$ cat src/rtl/regfile_ctx.sv
// regfile_ctx: pointer-indirect register file with a shadow bank and a
// sequential context save/restore engine that copies one register per cycle.
//
// The pointer register PTR_IDX holds two operand fields: A = [2D-1:D] and
// B = [D-1:0]. The flag register FLAG_IDX holds the ALU overflow bit in bit 0.
// While the copy engine is busy, architectural writes are dropped and new
// context requests are ignored. Reads stay live the whole time.
//
// Optional feature: define REGFILE_BYPASS_EN to forward the value of this
// cycle's accepted write onto DataOutA, DataOutB and MemWriteValue whenever
// that write targets the address being read. Pointer decode always uses the
// registered pointer.
module regfile_ctx #(
  parameter int W        = 8,
  parameter int D        = 4,
  parameter int PTR_IDX  = 13,
  parameter int FLAG_IDX = 12
) (
  input  logic         Clk,
  input  logic         Reset_n,
  input  logic         WrEn,
  input  logic [D-1:0] Waddr,
  input  logic         IndWrA,
  input  logic         IndWrB,
  input  logic         PtrWrite,
  input  logic         PtrHigh,
  input  logic         FlagWe,
  input  logic         OverFlow,
  input  logic [W-1:0] DataIn,
  input  logic         Jmp,
  input  logic [D-1:0] JmpReg,
  input  logic         CtxSave,
  input  logic         CtxRestore,
  output logic         CtxBusy,
  output logic         CtxDone,
  output logic [W-1:0] DataOutA,
  output logic [W-1:0] DataOutB,
  output logic [W-1:0] MemWriteValue
);

  localparam int             NREG      = 2 ** D;
  localparam logic [D-1:0]   PTR_ADDR  = D'(PTR_IDX);
  localparam logic [D-1:0]   FLAG_ADDR = D'(FLAG_IDX);
  localparam logic [D-1:0]   CNT_LAST  = D'(NREG - 1);
  localparam logic [D-1:0]   CNT_ONE   = D'(1);

  typedef enum logic [1:0] {
    IDLE,
    SAVE,
    RESTORE
  } state_e;

  state_e       state_q;
  logic [D-1:0] cnt_q;
  logic         busy_q;
  logic         done_q;

  logic [W-1:0] reg_q    [NREG];
  logic [W-1:0] reg_d    [NREG];
  logic [W-1:0] shadow_q [NREG];
  logic [W-1:0] shadow_d [NREG];
  logic [W-1:0] rd_view  [NREG];

  logic         idle;
  logic [D-1:0] ptr_a;
  logic [D-1:0] ptr_b;
  logic         wr_en;
  logic [D-1:0] wr_addr;
  logic [W-1:0] wr_data;
  logic [W-1:0] ptr_new;
  logic         flag_en;
  logic [W-1:0] flag_val;

  assign idle     = (state_q == IDLE);
  assign ptr_a    = reg_q[PTR_ADDR][2*D-1:D];
  assign ptr_b    = reg_q[PTR_ADDR][D-1:0];
  assign flag_en  = idle && FlagWe;
  assign flag_val = {{(W-1){1'b0}}, OverFlow};

  // Select the single winning architectural write: IndWrA > IndWrB > PtrWrite > WrEn.
  always_comb begin
    // NOTE: every output of a combinational block gets a default first so no latch is inferred.
    wr_en   = 1'b0;
    wr_addr = '0;
    wr_data = DataIn;
    ptr_new = reg_q[PTR_ADDR];
    if (PtrHigh) ptr_new[2*D-1:D] = DataIn[D-1:0];
    else         ptr_new[D-1:0]   = DataIn[D-1:0];

    if (idle) begin
      if (IndWrA) begin
        wr_en   = 1'b1;
        wr_addr = ptr_a;
      end else if (IndWrB) begin
        wr_en   = 1'b1;
        wr_addr = ptr_b;
      end else if (PtrWrite) begin
        wr_en   = 1'b1;
        wr_addr = PTR_ADDR;
        wr_data = ptr_new;
      end else if (WrEn) begin
        wr_en   = 1'b1;
        wr_addr = Waddr;
      end
    end
  end

  // Next contents of both banks: copy engine when busy, architectural writes when idle.
  always_comb begin
    reg_d    = reg_q;
    shadow_d = shadow_q;
    case (state_q)
      SAVE:    shadow_d[cnt_q] = reg_q[cnt_q];
      RESTORE: reg_d[cnt_q]    = shadow_q[cnt_q];
      default: begin
        // The flag write goes first so a same-cycle data write to FLAG_IDX overrides it.
        if (flag_en) reg_d[FLAG_ADDR] = flag_val;
        if (wr_en)   reg_d[wr_addr]   = wr_data;
      end
    endcase
  end

  // Read view: registered contents, optionally with this cycle's accepted write forwarded.
  always_comb begin
    rd_view = reg_q;
`ifdef REGFILE_BYPASS_EN
    if (flag_en) rd_view[FLAG_ADDR] = flag_val;
    if (wr_en)   rd_view[wr_addr]   = wr_data;
`endif
  end

  assign DataOutA      = Jmp ? rd_view[JmpReg]   : rd_view[ptr_a];
  assign DataOutB      = Jmp ? rd_view[PTR_ADDR] : rd_view[ptr_b];
  assign MemWriteValue = rd_view[ptr_a];
  assign CtxBusy       = busy_q;
  assign CtxDone       = done_q;

  // Register and shadow banks; both clear on reset so a restore never returns stale data.
  always_ff @(posedge Clk) begin
    if (!Reset_n) begin
      // NOTE: the banks are reset explicitly because the reset contents are architecturally visible.
      for (int i = 0; i < NREG; i++) begin
        reg_q[i]    <= '0;
        shadow_q[i] <= '0;
      end
    end else begin
      // NOTE: sequential state uses non-blocking assignments so every flop samples pre-edge values.
      reg_q    <= reg_d;
      shadow_q <= shadow_d;
    end
  end

  // Copy engine FSM: walks cnt over all registers, then pulses CtxDone in the first idle cycle.
  always_ff @(posedge Clk) begin
    if (!Reset_n) begin
      state_q <= IDLE;
      cnt_q   <= '0;
      busy_q  <= 1'b0;
      done_q  <= 1'b0;
    end else begin
      done_q <= 1'b0;
      case (state_q)
        IDLE: begin
          if (CtxSave) begin
            state_q <= SAVE;
            cnt_q   <= '0;
            busy_q  <= 1'b1;
          end else if (CtxRestore) begin
            state_q <= RESTORE;
            cnt_q   <= '0;
            busy_q  <= 1'b1;
          end
        end
        SAVE, RESTORE: begin
          cnt_q <= cnt_q + CNT_ONE;
          if (cnt_q == CNT_LAST) begin
            state_q <= IDLE;
            busy_q  <= 1'b0;
            done_q  <= 1'b1;
          end
        end
        default: begin
          state_q <= IDLE;
          busy_q  <= 1'b0;
        end
      endcase
    end
  end

endmodule
$ cat config.mk
export PLATFORM = sky130hd
export DESIGN_NAME = regfile_ctx
export DESIGN_NICKNAME = d
export VERILOG_FILES = /design/src/rtl/regfile_ctx.sv
export SDC_FILE = /design/constraint.sdc
export NUM_CORES = 1
export LEC_CHECK = 0
export CORE_MARGIN = 3
export CORE_UTILIZATION = 50
export CTS_BUF_LIST = sky130_fd_sc_hd__clkbuf_8
export CTS_CLUSTER_SIZE = 12
export DETAILED_ROUTE_END_ITERATION = 7
export GPL_TIMING_DRIVEN = 0
export PLACE_DENSITY_LB_ADDON = 0.15
export REMOVE_ABC_BUFFERS = 1
export SLEW_MARGIN = 10
export SYNTH_ARGS = -nofsm -noshare
export SYNTH_HDL_FRONTEND = slang
export SYNTH_SLANG_ARGS = --single-unit
$ cat constraint.sdc
create_clock -name Clk -period 3.3 [get_ports Clk]
set_input_delay 0.66 -clock Clk [delete_from_list [all_inputs] [get_ports Clk]]
set_output_delay 0.66 -clock Clk [all_outputs]
set_load 0.02 [all_outputs]
==> results of run 1 <==
area by class of cell:
cell class / instances / area share (%)
flip-flops and latches: 264 / 28.97
clock inverters: 27 / 0.6677
clock buffers: 56 / 4.197
well taps: 396 / 2.698
multi-input cells: 1010 / 55.13
repair buffers: 113 / 8.169
inverters: 8 / 0.1635
worst reg2reg max path, stage by stage (launching register included):
cell	delay, ns
dfxtp_4	0.71
buf_12	0.34
ha_1	0.35
nand2_1	0.30
nor2_2	0.73
a21oi_2	0.18
buf_8	0.24
or3_1	0.36
a21oi_1	0.12
power groups by stage:
stage               clock [mW]  sequential [mW]  combinational, mW
floorplan                    0             3.67               1.70
finish                    2.95             3.62               3.14
global route              3.12             3.64               3.26
detailed placement           0             3.69               2.87
global placement             0             3.80               2.61
CTS                       2.98             3.61               2.92
Yosys cell counts (all sizes together) (3+ instances only):
cell type,instances
nand2b,8
nor2b,4
o21bai,14
a22o,128
o21ai,102
or3,4
a21oi,116
o2111ai,3
a22oi,21
a211oi,3
nor3,11
o2bb2ai,6
buf,75
a32o,14
mux4,178
o22a,3
a31oi,15
inv,7
and3,3
o31ai,31
mux2,23
o221ai,3
clkbuf,66
a32oi,90
o311a,14
ha,7
mux2i,20
nand2,41
o211a,3
nand3,18
nor2,94
dfxtp,264
nor4,11
placed cells by master, fill, tap and decap left out, drive strengths merged, types with 4 or more instances in the layout:
cell type      synthesis  layout
o21bai                14      14
clkinv                 1       8
nand2b                 8       8
or3                    4       4
a21oi                116     116
dfxtp                264     264
nor4                  11      11
o21ai                102     102
clkdlybuf4s50          0      24
a32o                  14      14
inv                    7      27
o2bb2ai                6       6
mux2                  23      23
mux4                 178     178
nor3                  11      11
dlygate4sd2            0       8
o311a                 14      14
a32oi                 90      90
a22oi                 21      21
buf                   75      76
ha                     7       7
nand3                 18      18
nand2                 41      41
a22o                 128     128
mux2i                 20      20
nor2b                  4       4
o31ai                 31      31
clkbuf                66      58
nor2                  94      94
a31oi                 15      15
state kept, by name, summed over array words and instances, names as in the netlist:
| signal | count |
|---|---|
| CtxDone | 1 |
| ptr_a | 4 |
| shadow_q | 128 |
| cnt_q | 4 |
| rd_view | 120 |
| state_q | 2 |
| CtxBusy | 1 |
| ptr_b | 4 |
cell families (layout without fill, tap and decap cells):
group / Yosys count / count (layout) / synth area share (%)
AOI/OAI and AO/OA: 576 / 576 / 26.74
DFF: 264 / 264 / 33.60
muxes: 221 / 221 / 28.41
and+or+nand+nor: 205 / 205 / 6.436
buffers and inverters: 149 / 204 / 4.208
adders and majority gates: 7 / 7 / 0.5568
xor gates and xnor gates: 1 / 1 / 0.05569
metrics by stage:
stage / area, sq um / power [mW] / util [%]
after floorplan: 15100 / 5.365 / -
after global placement: 16120 / 6.408 / 52.30
after detailed placement: 16670 / 6.557 / 54.07
after CTS: 18090 / 9.509 / 58.67
after global routing: 18360 / 10.02 / 59.57
final: 18360 / 9.709 / 59.57
how the worst max path moves through the flow:
stage	startpoint	endpoint	slack, ns	cells after the start
5_1_grt	IndWrA	rd_view[59]	-0.22	7
6_report	cnt_q[1]	rd_view[39]	-0.11	8
3_3_place_gp	Reset_n	rd_view[24]	-4.60	5
2_1_floorplan	cnt_q[0]	rd_view[39]	-1.37	6
4_1_cts	ptr_b[0]	DataOutB[7]	-0.14	7
3_5_place_dp	IndWrA	rd_view[65]	-1.16	7
per-layer routing:
layer	track usage, %	part of all wire [%]	up-vias
li1	-	-	5943
met1	44.79	36	7070
met4	21.33	7.2	2
met5	0	0.017	-
met3	11.36	14	260
met2	50.22	43	1143
repair_timing:
item                                    CTS  global route
gates resized for setup                 124            65
pin swaps                                 2             6
buffers inserted                         25            11
cloned                                    6             2
endpoints found under the setup margin  149           123
==> reports/metrics.csv, run 1 <==
metric;value;unit
antenna_found_initial;1;
grt_use_total;34.54;%
via_count;14420;
insertion_delay;0.58;ns
synth_top_area_share;33.60;%
hp-start;shadow_q[14];
worst_slack;-0.1073;ns
hold_viol_final;0;
end_kind;flip-flop;
ys.flop_type;dfxtp_1;
worstSetupPathType;flip-flop to flip-flop;
min_to;shadow_q[14];
worstPathArrival;3.89;ns
drc_errors;0;
regArea;0.005320;sq mm
swShare;37.12;%
cp_max_fo;36;
fin_tns_setup;-0.8121;ns
dpl.hpwl;36560;um
max_slew_margin;7.661;%
synth_edf_count;0;
root_buffer;clkbuf_8;
synthCells;1423;
cp_num_buf_inv;2;
yosysTopAreaCell;dfxtp_1;
viasPerCell;7.694;
synth_seq_cells;264;
tightest_slew;1.385;ns
drive_above_1_share;28.76;%
power_density;528.7;mW/mm^2
dieArea;0.03362;sq mm
internal_power;6.105;mW
numCtsBuffers;46;
slew_viol_final;0;
synth.area.top_cells;dfxtp_1, mux4_2, a22o_1;
cp_top_family;simple AND/OR/NAND/NOR gates;
area_growth;16.75;%
grt_pass1_wl;87440;um
r2r_cells;8;
peakVddDrop;316.8;uV
hold_buffers;0;
power_frac_seq;37.3;%
drt-initial-drc-count;2278;
syn_area;0.01573;sq mm
timing.fmax;0.2935;GHz
hold_class;flip-flop to flip-flop;
p_comb_share;32.4;%
worstHoldPathCells;1;
crit_path_cell_trace;buf_12 > ha_1 > nand2_1 > nor2_2 > a21oi_2 > buf_8 > or3_1 > a21oi_1;
p_clk_share;30.4;%
antennaDiodeCount;0;
fin_nets;1478;
gr-total-overflow;0;
grt_max_degree;66;
timing.rr.start;cnt_q[1];
fillers;2530;
synth_seq_area_share;33.60;%
skew;0.02387;ns
max-cap-violations;0;
coreArea;0.03083;sq mm
wire_per_inst;31.93;um
clk_path_buf_depth;3;
finalSetupViolCount;29;
r2r_slack;-0.11;ns
synth.distinct_cells;71;
dp_cells;1751;
h-tree-depth;2;
violations;negative setup slack;
ant_nets;0;
totalWireLength;59840;um
status;complete, but fails checks;
avgSynthCellArea;11.05;sq um
row_count;64;
multiInputGateArea;0.01012;sq mm
drtPass1Iterations;8;
worstPathRequired;3.78;ns
rsz0062_at_grt;yes;
cts.sinks;264;
r2r-end;rd_view[39];
io_pins;54;
die_w;183.4;um
whs;0.4719;ns
min_period;3.407;ns
portBuffers;53;
pre_cts_ws;-1.165;ns
critical_path.slowest_cell;nor2_2;
synth-async-reset-ratio;0;%
cts_tree;built;
place_congestion;0.9143;
chipHeight;183.4;um
cp_slowest_stage_delay;0.73;ns
yosys_warnings;0;
netSwitchingPower;3.604;mW
startpoint_type;flip-flop;
path_clk_slew;0.07;ns
p_leak;6.173;nW
grt_pass1_vias;13760;
fin_crit_sh;103.3;%
fin_cells;1874;
start_util;51.02;%
Power figures use the tool's default switching activity.
==> inputs of run 2 (changes only) <==
- clock period: 3.3 -> 3.25 ns (I/O delays scaled with it)
==> reports/metrics.csv, run 2 (synthesis results as in run 1) <==
metric;value;unit;change
status;complete, but fails checks;;
violations;negative setup slack;;
clk_path_buf_depth;3;;unchanged
fin_nets;1491;;+0.88%
hold_class;flip-flop to flip-flop;;
viasPerCell;7.657;;-0.48%
tightest_slew;1.059;ns;-0.3258 ns
dieArea;0.03362;sq mm;unchanged
io_pins;54;;unchanged
ant_nets;0;;unchanged
startpoint_type;flip-flop;;
drt-initial-drc-count;2339;;+2.7%
final_cell_area;0.01851;sq mm;+0.82%
p_leak;6.247;nW;+1.2%
cts_tree;built;;
min_period;3.373;ns;
die_w;183.4;um;unchanged
end_kind;output port;;
path_clk_slew;0.06;ns;about the same
final_common_cell;dfxtp_1;;
skew;0.02180;ns;-0.002064 ns
row_count;64;;unchanged
numCtsBuffers;46;;unchanged
grt_pass1_wl;87520;um;about the same
insertion_delay;0.58;ns;about the same
r2r_slack;0.08;ns;+0.19 ns
grt_use_total;34.53;%;about the same
place_congestion;0.9143;;unchanged
hold_viol_final;0;;unchanged
start_util;51.02;%;unchanged
chipHeight;183.4;um;unchanged
coreArea;0.03083;sq mm;unchanged
worstSetupPathType;flip-flop to output port;;
drtPass1Iterations;6;;-2
grt_max_degree;66;;unchanged
fin_crit_sh;103.8;%;
dp_cells;1751;;unchanged
worstPathArrival;2.72;ns;-1.17 ns
fin_tns_setup;-0.8265;ns;-0.01438 ns
peakVddDrop;320.7;uV;+1.2%
timing.rr.start;cnt_q[1];;
root_buffer;clkbuf_8;;
timing.fmax;0.2965;GHz;
r2r-end;rd_view[111];;
post-route-util;60.05;%;+0.49 points
regArea;0.005323;sq mm;about the same
dpl.hpwl;36560;um;unchanged
grt_pass1_vias;13710;;-0.32%
regMostFlops;shadow_q;;
gr-total-overflow;0;;unchanged
totalWireLength;59850;um;about the same
cp_max_fo;6;;-83%
via_count;14460;;+0.26%
r2r_cells;9;;+1
total_power;9.863;mW;+1.6%
antenna_found_initial;0;;-1
rsz0062_at_grt;yes;;
fillers;2508;;-0.87%
worst_slack;-0.1231;ns;-0.01580 ns
fin_cells;1888;;+0.75%
h-tree-depth;2;;unchanged
dpl_cell_area;0.01667;sq mm;unchanged
finalSetupViolCount;14;;-52%
max_slew_margin;28.84;%;+21 points
wire_per_inst;31.70;um;-0.72%
largest_reg_flops;128;;unchanged
worstPathRequired;2.60;ns;-1.18 ns
crit_end;DataOutB[1];;
hold_buffers;0;;unchanged
drc_errors;0;;unchanged
drive_above_1_share;29.38;%;+0.62 points
multiInputGateArea;0.01018;sq mm;+0.54%
portBuffers;53;;unchanged
layout_common_cells;dfxtp_1, mux4_2, a22o_1, a21oi_1, o21ai_0;;
power_density;532.7;mW/mm^2;+0.76%
max-cap-violations;0;;unchanged
worst_setup_path_startpoint;ptr_b[0];;
slew_viol_final;0;;unchanged
cts.sinks;264;;unchanged
area_growth;17.71;%;
run 2: cell types whose count changed in the layout (fill, tap and decap cells not counted), moves of 2 or more:
| cell | before | now |
|---|---|---|
| nand2_2 | 4 | 2 |
| o211a_4 | 0 | 2 |
| o2bb2ai_2 | 5 | 2 |
| o2bb2ai_4 | 1 | 4 |
| buf_16 | 13 | 11 |
| o211a_2 | 3 | 1 |
| buf_6 | 21 | 15 |
| buf_8 | 7 | 5 |
| mux2_4 | 15 | 9 |
| buf_4 | 21 | 38 |
| buf_12 | 12 | 16 |
| mux2_2 | 7 | 13 |
run 2: worst max-delay path: stages (launching register included):
cell     delay, ns
dfxtp_4       0.42
buf_16        0.16
buf_12        0.13
mux4_2        0.49
mux4_2        0.49
mux2_2        0.29
buf_4         0.16
run 2: report_power, final:
| part | internal [mW] | leakage (nW) | switching [mW] |
|---|---|---|---|
| clock network | 1.56 | 0.536 | 1.43 |
| registers | 3.39 | 2.14 | 0.280 |
| logic | 1.24 | 3.57 | 1.95 |
run 2: what timing repair did:
| item | in CTS | in global routing |
|---|---|---|
| gates cloned | 4 | 2 |
| buffers inserted | 26 | 24 |
| pin swaps | 2 | 4 |
| resized for setup | 121 | 60 |
| setup endpoints to repair | 149 | 114 |
run 2: cell type report:
cell class / instances / area share [%]
tap: 396 / 2.676
timing repair buffer: 126 / 8.590
clock inverter: 27 / 0.6623
inverter: 8 / 0.1622
multi-input combinational: 1010 / 54.98
sequential: 264 / 28.75
clock buffer: 56 / 4.163
antenna: 1 / 0.01352
run 2: worst min path at each step:
stage                        from       endpoint  slack [ns]  cells past startpoint
global route         shadow_q[83]   shadow_q[83]        0.49                      1
CTS                  shadow_q[68]   shadow_q[68]        0.48                      1
floorplan           shadow_q[104]  shadow_q[104]        0.44                      1
global placement     shadow_q[21]   shadow_q[21]        0.46                      1
finish               shadow_q[14]   shadow_q[14]        0.47                      1
detailed placement   shadow_q[75]   shadow_q[75]        0.46                      1
run 2: through the flow:
step / setup slack [ns] / hold slack (ns)
6_report: -0.1231 / 0.4726
5_1_grt: -0.1294 / 0.4868
4_1_cts: -0.1514 / 0.4766
3_5_place_dp: -1.205 / 0.4602
3_3_place_gp: -4.645 / 0.4560
2_1_floorplan: -1.425 / 0.4440
run 2: layer usage:
metal	track usage, %	share of wire [%]	vias up
li1	-	-	5973
met1	44.84	37	7072
met2	50.43	43	1141
met3	11.48	13	270
met4	20.48	7.1	0
met5	0	0	-
